--- config.mk ---
export PLATFORM = sky130hd
export DESIGN_NAME = apb_slave_regfile
export DESIGN_NICKNAME = d
export VERILOG_FILES = /design/src/rtl/apb_slave_regfile.sv
export SDC_FILE = /design/constraint.sdc
export NUM_CORES = 1
export LEC_CHECK = 0
export ABC_AREA = 0
export BUFFER_PORTS_ARGS = -buffer_cell sky130_fd_sc_hd__buf_2
export CORE_MARGIN = 2
export CORE_UTILIZATION = 57
export DETAILED_ROUTE_END_ITERATION = 10
export PLACE_DENSITY_LB_ADDON = 0.25
export SLEW_MARGIN = 20
export SYNTH_ARGS = -nofsm -noshare
export SYNTH_HDL_FRONTEND = slang
export SYNTH_SLANG_ARGS = --single-unit
--- constraint.sdc ---
create_clock -name clk -period 3.75 [get_ports clk]
set_input_delay 0.375 -clock clk [delete_from_list [all_inputs] [get_ports clk]]
set_output_delay 0.375 -clock clk [all_outputs]
set_load 0.005 [all_outputs]
--- src/rtl/apb_slave_regfile.sv ---
// APB completer with NUM_REGS x DATA_WIDTH register file; the top register is read-only status.
// APB_SLV_WAIT_EN inserts WAIT_CYCLES wait states per transfer; otherwise transfers complete with zero wait states.
module apb_slave_regfile #(
  parameter int ADDR_WIDTH  = 16,
  parameter int DATA_WIDTH  = 32,
  parameter int NUM_REGS    = 8,
  parameter int WAIT_CYCLES = 2
) (
  input  logic                           clk,
  input  logic                           rst_n,
  input  logic [ADDR_WIDTH-1:0]          PADDR,
  input  logic                           PSEL,
  input  logic                           PENABLE,
  input  logic                           PWRITE,
  input  logic [DATA_WIDTH-1:0]          PWDATA,
  output logic [DATA_WIDTH-1:0]          PRDATA,
  output logic                           PREADY,
  output logic                           PSLVERR,
  input  logic [DATA_WIDTH-1:0]          status_in,
  output logic [NUM_REGS*DATA_WIDTH-1:0] reg_out,
  output logic [NUM_REGS-1:0]            wr_pulse,
  output logic [7:0]                     err_cnt
);

  localparam int IW  = (NUM_REGS > 1) ? $clog2(NUM_REGS) : 1;
  localparam int AIW = ADDR_WIDTH - 2;

`ifdef APB_SLV_WAIT_EN
  typedef enum logic [1:0] {S_IDLE, S_WAIT, S_ACCESS} state_t;
  logic [3:0] wait_cnt;
`else
  typedef enum logic [1:0] {S_IDLE, S_ACCESS} state_t;
`endif

  state_t                                state;
  logic [NUM_REGS-1:0][DATA_WIDTH-1:0]   regs;
  logic [IW-1:0]                         lat_sel;
  logic                                  lat_write;
  logic                                  lat_err;
  logic [DATA_WIDTH-1:0]                 lat_rdata;

  logic [AIW-1:0]        dec_idx;
  logic [IW-1:0]         dec_sel;
  logic                  dec_err;
  logic [DATA_WIDTH-1:0] dec_rdata;
  logic                  complete;

  assign dec_idx = PADDR[ADDR_WIDTH-1:2];
  assign dec_sel = dec_idx[IW-1:0];
  assign dec_err = (PADDR[1:0] != 2'b00)
                 | (dec_idx >= AIW'(NUM_REGS))
                 | (PWRITE & (dec_idx == AIW'(NUM_REGS-1)));

  // Read data is captured at the setup edge; errored reads and all writes capture zero.
  always_comb begin
    dec_rdata = '0;
    if (!dec_err && !PWRITE) begin
      if (dec_idx == AIW'(NUM_REGS-1)) dec_rdata = status_in;
      else                             dec_rdata = regs[dec_sel];
    end
  end

  assign complete = (state == S_ACCESS) & PSEL & PENABLE;
  assign PREADY   = complete;
  assign PSLVERR  = lat_err & PREADY;
  assign PRDATA   = (PREADY & ~lat_write) ? lat_rdata : '0;
  assign reg_out  = regs;

  always_ff @(posedge clk or negedge rst_n) begin
    if (!rst_n) begin
      state     <= S_IDLE;
      regs      <= '0;
      lat_sel   <= '0;
      lat_write <= 1'b0;
      lat_err   <= 1'b0;
      lat_rdata <= '0;
      wr_pulse  <= '0;
      err_cnt   <= 8'h00;
`ifdef APB_SLV_WAIT_EN
      wait_cnt  <= 4'd0;
`endif
    end else begin
      wr_pulse <= '0;
      case (state)
        S_IDLE: begin
          if (PSEL && !PENABLE) begin
            lat_sel   <= dec_sel;
            lat_write <= PWRITE;
            lat_err   <= dec_err;
            lat_rdata <= dec_rdata;
`ifdef APB_SLV_WAIT_EN
            wait_cnt  <= 4'(WAIT_CYCLES);
            state     <= S_WAIT;
`else
            state     <= S_ACCESS;
`endif
          end
        end
`ifdef APB_SLV_WAIT_EN
        S_WAIT: begin
          if (!PSEL)                 state    <= S_IDLE;
          else if (wait_cnt <= 4'd1) state    <= S_ACCESS;
          else                       wait_cnt <= wait_cnt - 4'd1;
        end
`endif
        S_ACCESS: begin
          if (!PSEL) begin
            state <= S_IDLE;
          end else if (PENABLE) begin
            // Completion edge: the top register is never written since such writes carry lat_err.
            if (lat_write && !lat_err) begin
              regs[lat_sel]     <= PWDATA;
              wr_pulse[lat_sel] <= 1'b1;
            end
            if (lat_err && err_cnt != 8'hFF) err_cnt <= err_cnt + 8'd1;
            state <= S_IDLE;
          end
        end
        default: state <= S_IDLE;
      endcase
    end
  end

endmodule

; ---- Yosys cells after proc, flatten, opt, wreduce, memory -nomap -nowiden
; Index checks and enable logic that the tools add are counted.
[totals]
elab_cells = 66
regBits = 311
in_bits = 85
out_inout_bits = 306
[op_classes]
n_mux = 18
order_cmp = 4
n_eq_ne = 5
n_reduce_logical = 15
n_addsub = 1
bitwise_logic = 8
[ops]
columns = operator, n
row1 = $bwmux W256, 1
row2 = $mux W32, 5
row3 = $bmux W32 S3, 1
row4 = $demux W32 S3, 1
row5 = $mux W8, 4
row6 = $eq A14 B3 Y1 const B, 1
row7 = $ge A14 B4 Y1 const B, 1
row8 = $add A8 B1 Y8 const B, 1
row9 = $lt A3 B4 Y1 const B, 2
row10 = $ne A8 B8 Y1 const B, 1
row11 = $reduce_and A4 Y1, 2
row12 = $mux W2, 3
row13 = $and A1 B1 Y1, 5
row14 = $logic_and A1 B1 Y1, 5
row15 = $logic_not A1 Y1, 4
row16 = $pmux W2 S2, 1
row17 = $reduce_and A2 Y1, 2
row18 = $demux W1 S3, 1
row19 = $ge A3 B1 Y1 const B, 1
row20 = $ne A3 B3 Y1 const B, 1
row21 = $eq A2 B1 Y1 const B, 1
row22 = $logic_not A2 Y1, 1
row23 = $ne A2 B2 Y1 const B, 1
row24 = $or A1 B1 Y1, 2
row25 = other kinds (3), 3

; ---- Logic depth before layout (Yosys ltp)
[logic_depth]
word_depth = 8
mapped_depth = 7
depth_no_buf = 6

; ---- Least setup slack after synthesis
; OpenSTA, ideal clock, no wires.
[synth_path]
path_kind = input to register
from = input port PSEL
to = register lat_rdata[27]
path_buffers = 1
t_arrival_ns = 1.886
setup_slack_ns = 1.786
setup_time_ns = 0.077
stages = 7
cell_sequence = nor2b_1 -> ha_1 -> or4b_2 -> nor4_4 -> buf_6 -> a21oi_1 -> a21oi_1
[synth_via]
elab_chain_len = 2
[synth_lines]
columns = item, line_no
row1 = from (decl), 12  ; input logic PSEL,
row2 = $logic_and A1 B1 Y1, 86  ; if (PSEL && !PENABLE) begin
row3 = $reduce_and A2 Y1 (no line), n/a
row4 = to (signal assigned), 90  ; lat_rdata <= dec_rdata;
row5 = to (decl), 40  ; logic [DATA_WIDTH-1:0] lat_rdata;
; Every way passes these cells.
; A chain may end at the register's enable or synchronous reset.

; ---- Final worst setup path
[layout_path]
from = register state[0]
to = output port PRDATA[16]
[layout_via]
elab_chain_len = 5
[layout_lines]
columns = item, line_no
row1 = from (decl), 35  ; state_t state;
row2 = from (signal assigned), 71  ; state <= S_IDLE;
row3 = from (signal assigned), 95  ; state <= S_ACCESS;
row4 = from (signal assigned), 108  ; state <= S_IDLE;
row5 = $eq A2 B1 Y1, 63  ; assign complete = (state == S_ACCESS) & PSEL & PENABLE;
row6 = $and A1 B1 Y1 (2 in a row), 63
row7 = $and A1 B1 Y1, 66  ; assign PRDATA = (PREADY & ~lat_write) ? lat_rdata : '0;
row8 = $mux W32, 66
row9 = to (decl), 16  ; output logic [DATA_WIDTH-1:0] PRDATA,
; Every way passes these cells.

==> metrics <==
status finished, violations left; violated checks negative hold slack; sequential share of the synthesized area 52.8%; starting density of the core between 50% and 60%; setup violators final 0; Switch Pwr ~0.0022 W; YS warnings 0; Final Power ~0.0084 W; hold crit path type in2async; Net count, final 1,579; Critical Path Source state[0]; CTS Hold Bufs 0; Final Max Slew Viols 0; Die Wd roughly 160 um; Area Growth Syn to Fin 22.2%; P_int 0.00622 W; syn avg cell area 13.1 um^2; part of the power in registers 46.7%; Inserted Clock Buffers 34; Total Die Area 0.0271 mm^2; Max clock buf depth 3; f_max 381 MHz; switch share 26.1%; CTS HTree Levels 2; WL per Instance roughly 24 um; Final HPWL DP 28,900 um; maximum vdd ir drop between 400 and 500 uV; Final Hold Fails 18; GRT Residual Overflow 0; DIE HEIGHT roughly 160 um; worst clock skew 16.5 ps; Logic pwr share 13.5%; Initial DRT Pass Iterations 4; Synth Flop Type dfrtp_1; Synth Register Bits 310; GRT Overall Usage 32.4%; power per cell area roughly 470 mW/mm^2; routability cong. 0.836; post-synth net total 1,209; # Post-CTS Setup Buffers 0; Slew headroom 27.0%; CP Launch Type register; number of synthesized flops with an enable pin 0; worst slew pin tran 1090 ps; CTS sink cnt 310; Top Ports 391; mapped cell area 0.0147 mm^2; Placed Instances 1,786; initial antenna violation count 2; period utilization 70.1%; min cycle time layout 2630 ps; Non-Filler Instances 1,848; Critical Path End PRDATA[16]; Pleak 9.97 nW; Setup CP Type reg2out; Vias per Instance 5.94; setup TNS 0 ps; crit-path max FO 32; unrepaired setup endpoints after global routing no; buffers added on ports 390; first-pass GRT wire length 66,000 um; # DRC 0; R2R Setup Slk 1350 ps; r2r worst-path depth 5; Crit. End Element output port; Cell variety after synth 45; Post-Synthesis Cells 1,122; Root Buffer Master clkbuf_16; via count 10,976; final antenna-violating net count 0; post-CTS sizing 0; share of cells above drive strength 1 47.7%; clk_lat worst skew 510 ps; maxcap violations 0; Clk pwr share 39.9%; R2R Path Start lat_err; initial drt markers 845; Required @ worst endpoint ~3400 ps; site row count between 50 and 60; vias in the first global route roughly 11,000; pin count of the biggest net entering global routing between 100 and 150; Total Wirelength 44,600 um; asr flop ratio synth 100%; crit path DAT 2250 ps; Critical R2R Capture reg_out[7]; worst hold slack -59.1 ps; Core ar. roughly 0.025 mm^2; CTS tree done; clock slew at reported path FFs approximately 60 ps
==> logic make-up after synthesis <==
group	share of synthesized area (%)
xor gates and xnor gates	0.477
buffers and inverters	3.31
AOI/OAI and AO/OA	3.79
and+or+nand+nor	9.17
muxes	30.2
DFF	52.8
adders and majority gates	0.170
==> power by group through the flow <==
stage	clock network [W]	logic [W]	registers, W
floorplan	0	0.000565	0.00391
global placement	0	0.00110	0.00396
detailed placement	0	0.00113	0.00398
CTS	0.00338	0.00114	0.00392
global route	0.00351	0.00123	0.00396
finish	0.00336	0.00113	0.00392
==> worst min path at each step <==
stage	from	endpoint	depth (start not counted)
after global placement	reg_out[64]	reg_out[64]	1
after detailed placement	reg_out[131]	reg_out[131]	1
after CTS	rst_n	wr_pulse[5]	1
final	rst_n	wr_pulse[5]	1
after floorplan	rst_n	err_cnt[0]	0
after global routing	rst_n	wr_pulse[5]	1
==> layer usage <==
| metal | vias up | global-route usage [%] | part of all wire [%] |
|---|---|---|---|
| li1 | 4736 | - | - |
| met1 | 5696 | 42.4 | 40 |
| met4 | 0 | 9.53 | 2.5 |
| met5 | - | 0 | 0 |
| met3 | 77 | 7.21 | 7.8 |
| met2 | 467 | 54.5 | 50 |
==> worst max-delay path, cell delays in order (launching register included) <==
cell and delay, ps:
dfrtp_1 400, and3_1 190, nor2b_4 760, and2_1 280, buf_2 130
==> synth_stat cells, drive strengths merged (2+ instances only) <==
cell type	number	area [um^2]
o22ai	32	200
mux2i	128	1280
nor2	67	254
or4	2	15.0
clkbuf	26	97.6
inv	5	18.8
or2	2	12.5
ha	2	25.0
xnor2	6	52.6
xor2	2	17.5
and3	3	18.8
or3	2	12.5
and2	33	206
nor2b	34	213
nor4	33	221
mux2	261	3160
nor3	3	26.3
nand2b	34	213
buf	48	369
nand2	7	26.3
nand3	3	20.0
or3b	2	17.5
a21oi	64	320
nand4	2	12.5
dfrtp	310	7760
nor3b	2	37.5
==> final cells by class <==
| type | instances | area [um^2] |
|---|---|---|
| antenna | 2 | 5.00 |
| tap | 330 | 413 |
| sequential | 310 | 7760 |
| inverter | 5 | 18.8 |
| timing repair buffer | 408 | 2170 |
| clock buffer | 52 | 1020 |
| multi-input combinational | 733 | 6470 |
| fill | 1828 | 7320 |
| clock inverter | 8 | 90.1 |
==> registers in the layout, indices dropped and copies added (netlist names) <==
| register | count |
|---|---|
| lat_sel | 3 |
| lat_err | 1 |
| reg_out | 256 |
| lat_write | 1 |
| err_cnt | 8 |
| lat_rdata | 32 |
| wr_pulse | 8 |
| state | 1 |
==> metrics by stage <==
step / worst slack [ps] / hold WS (ps) / utilization, % / cell area, um^2
global placement: 1340 / 487 / 66.6 / 16800
floorplan: 1790 / 79.4 / - / 14700
finish: 1120 / -59.1 / 71.0 / 17900
detailed placement: 1290 / 505 / 66.6 / 16800
CTS: 1130 / 14.4 / 71.0 / 17900
global route: 1030 / 34.0 / 71.0 / 17900
==> layout by cell type (no fill, tap or decap), types with 2 or more instances in the layout <==
master	Yosys	final
o22ai_1	32	32
buf_2	25	388
nand2b_2	0	2
nor3b_4	2	2
nor4_1	32	32
nand3_1	2	2
xor2_1	2	2
nand2_1	7	6
clkbuf_1	26	11
clkinv_2	0	6
and2_1	33	33
or2_2	2	2
nor2_1	66	66
mux2i_1	128	128
xnor2_1	6	6
nor3_1	2	2
nand2b_1	34	32
nor2b_1	34	33
a21oi_1	64	64
dfrtp_1	310	310
buf_12	3	5
nand4_1	2	2
or3b_4	0	2
and3_1	3	2
or4_1	2	2
clkbuf_16	0	37
diode_2	0	2
mux2_4	58	58
bufinv_16	0	2
buf_4	3	13
inv_1	5	5
mux2_2	189	189
mux2_1	14	14
clkbuf_8	0	4
(Power assumes the default switching activity.)
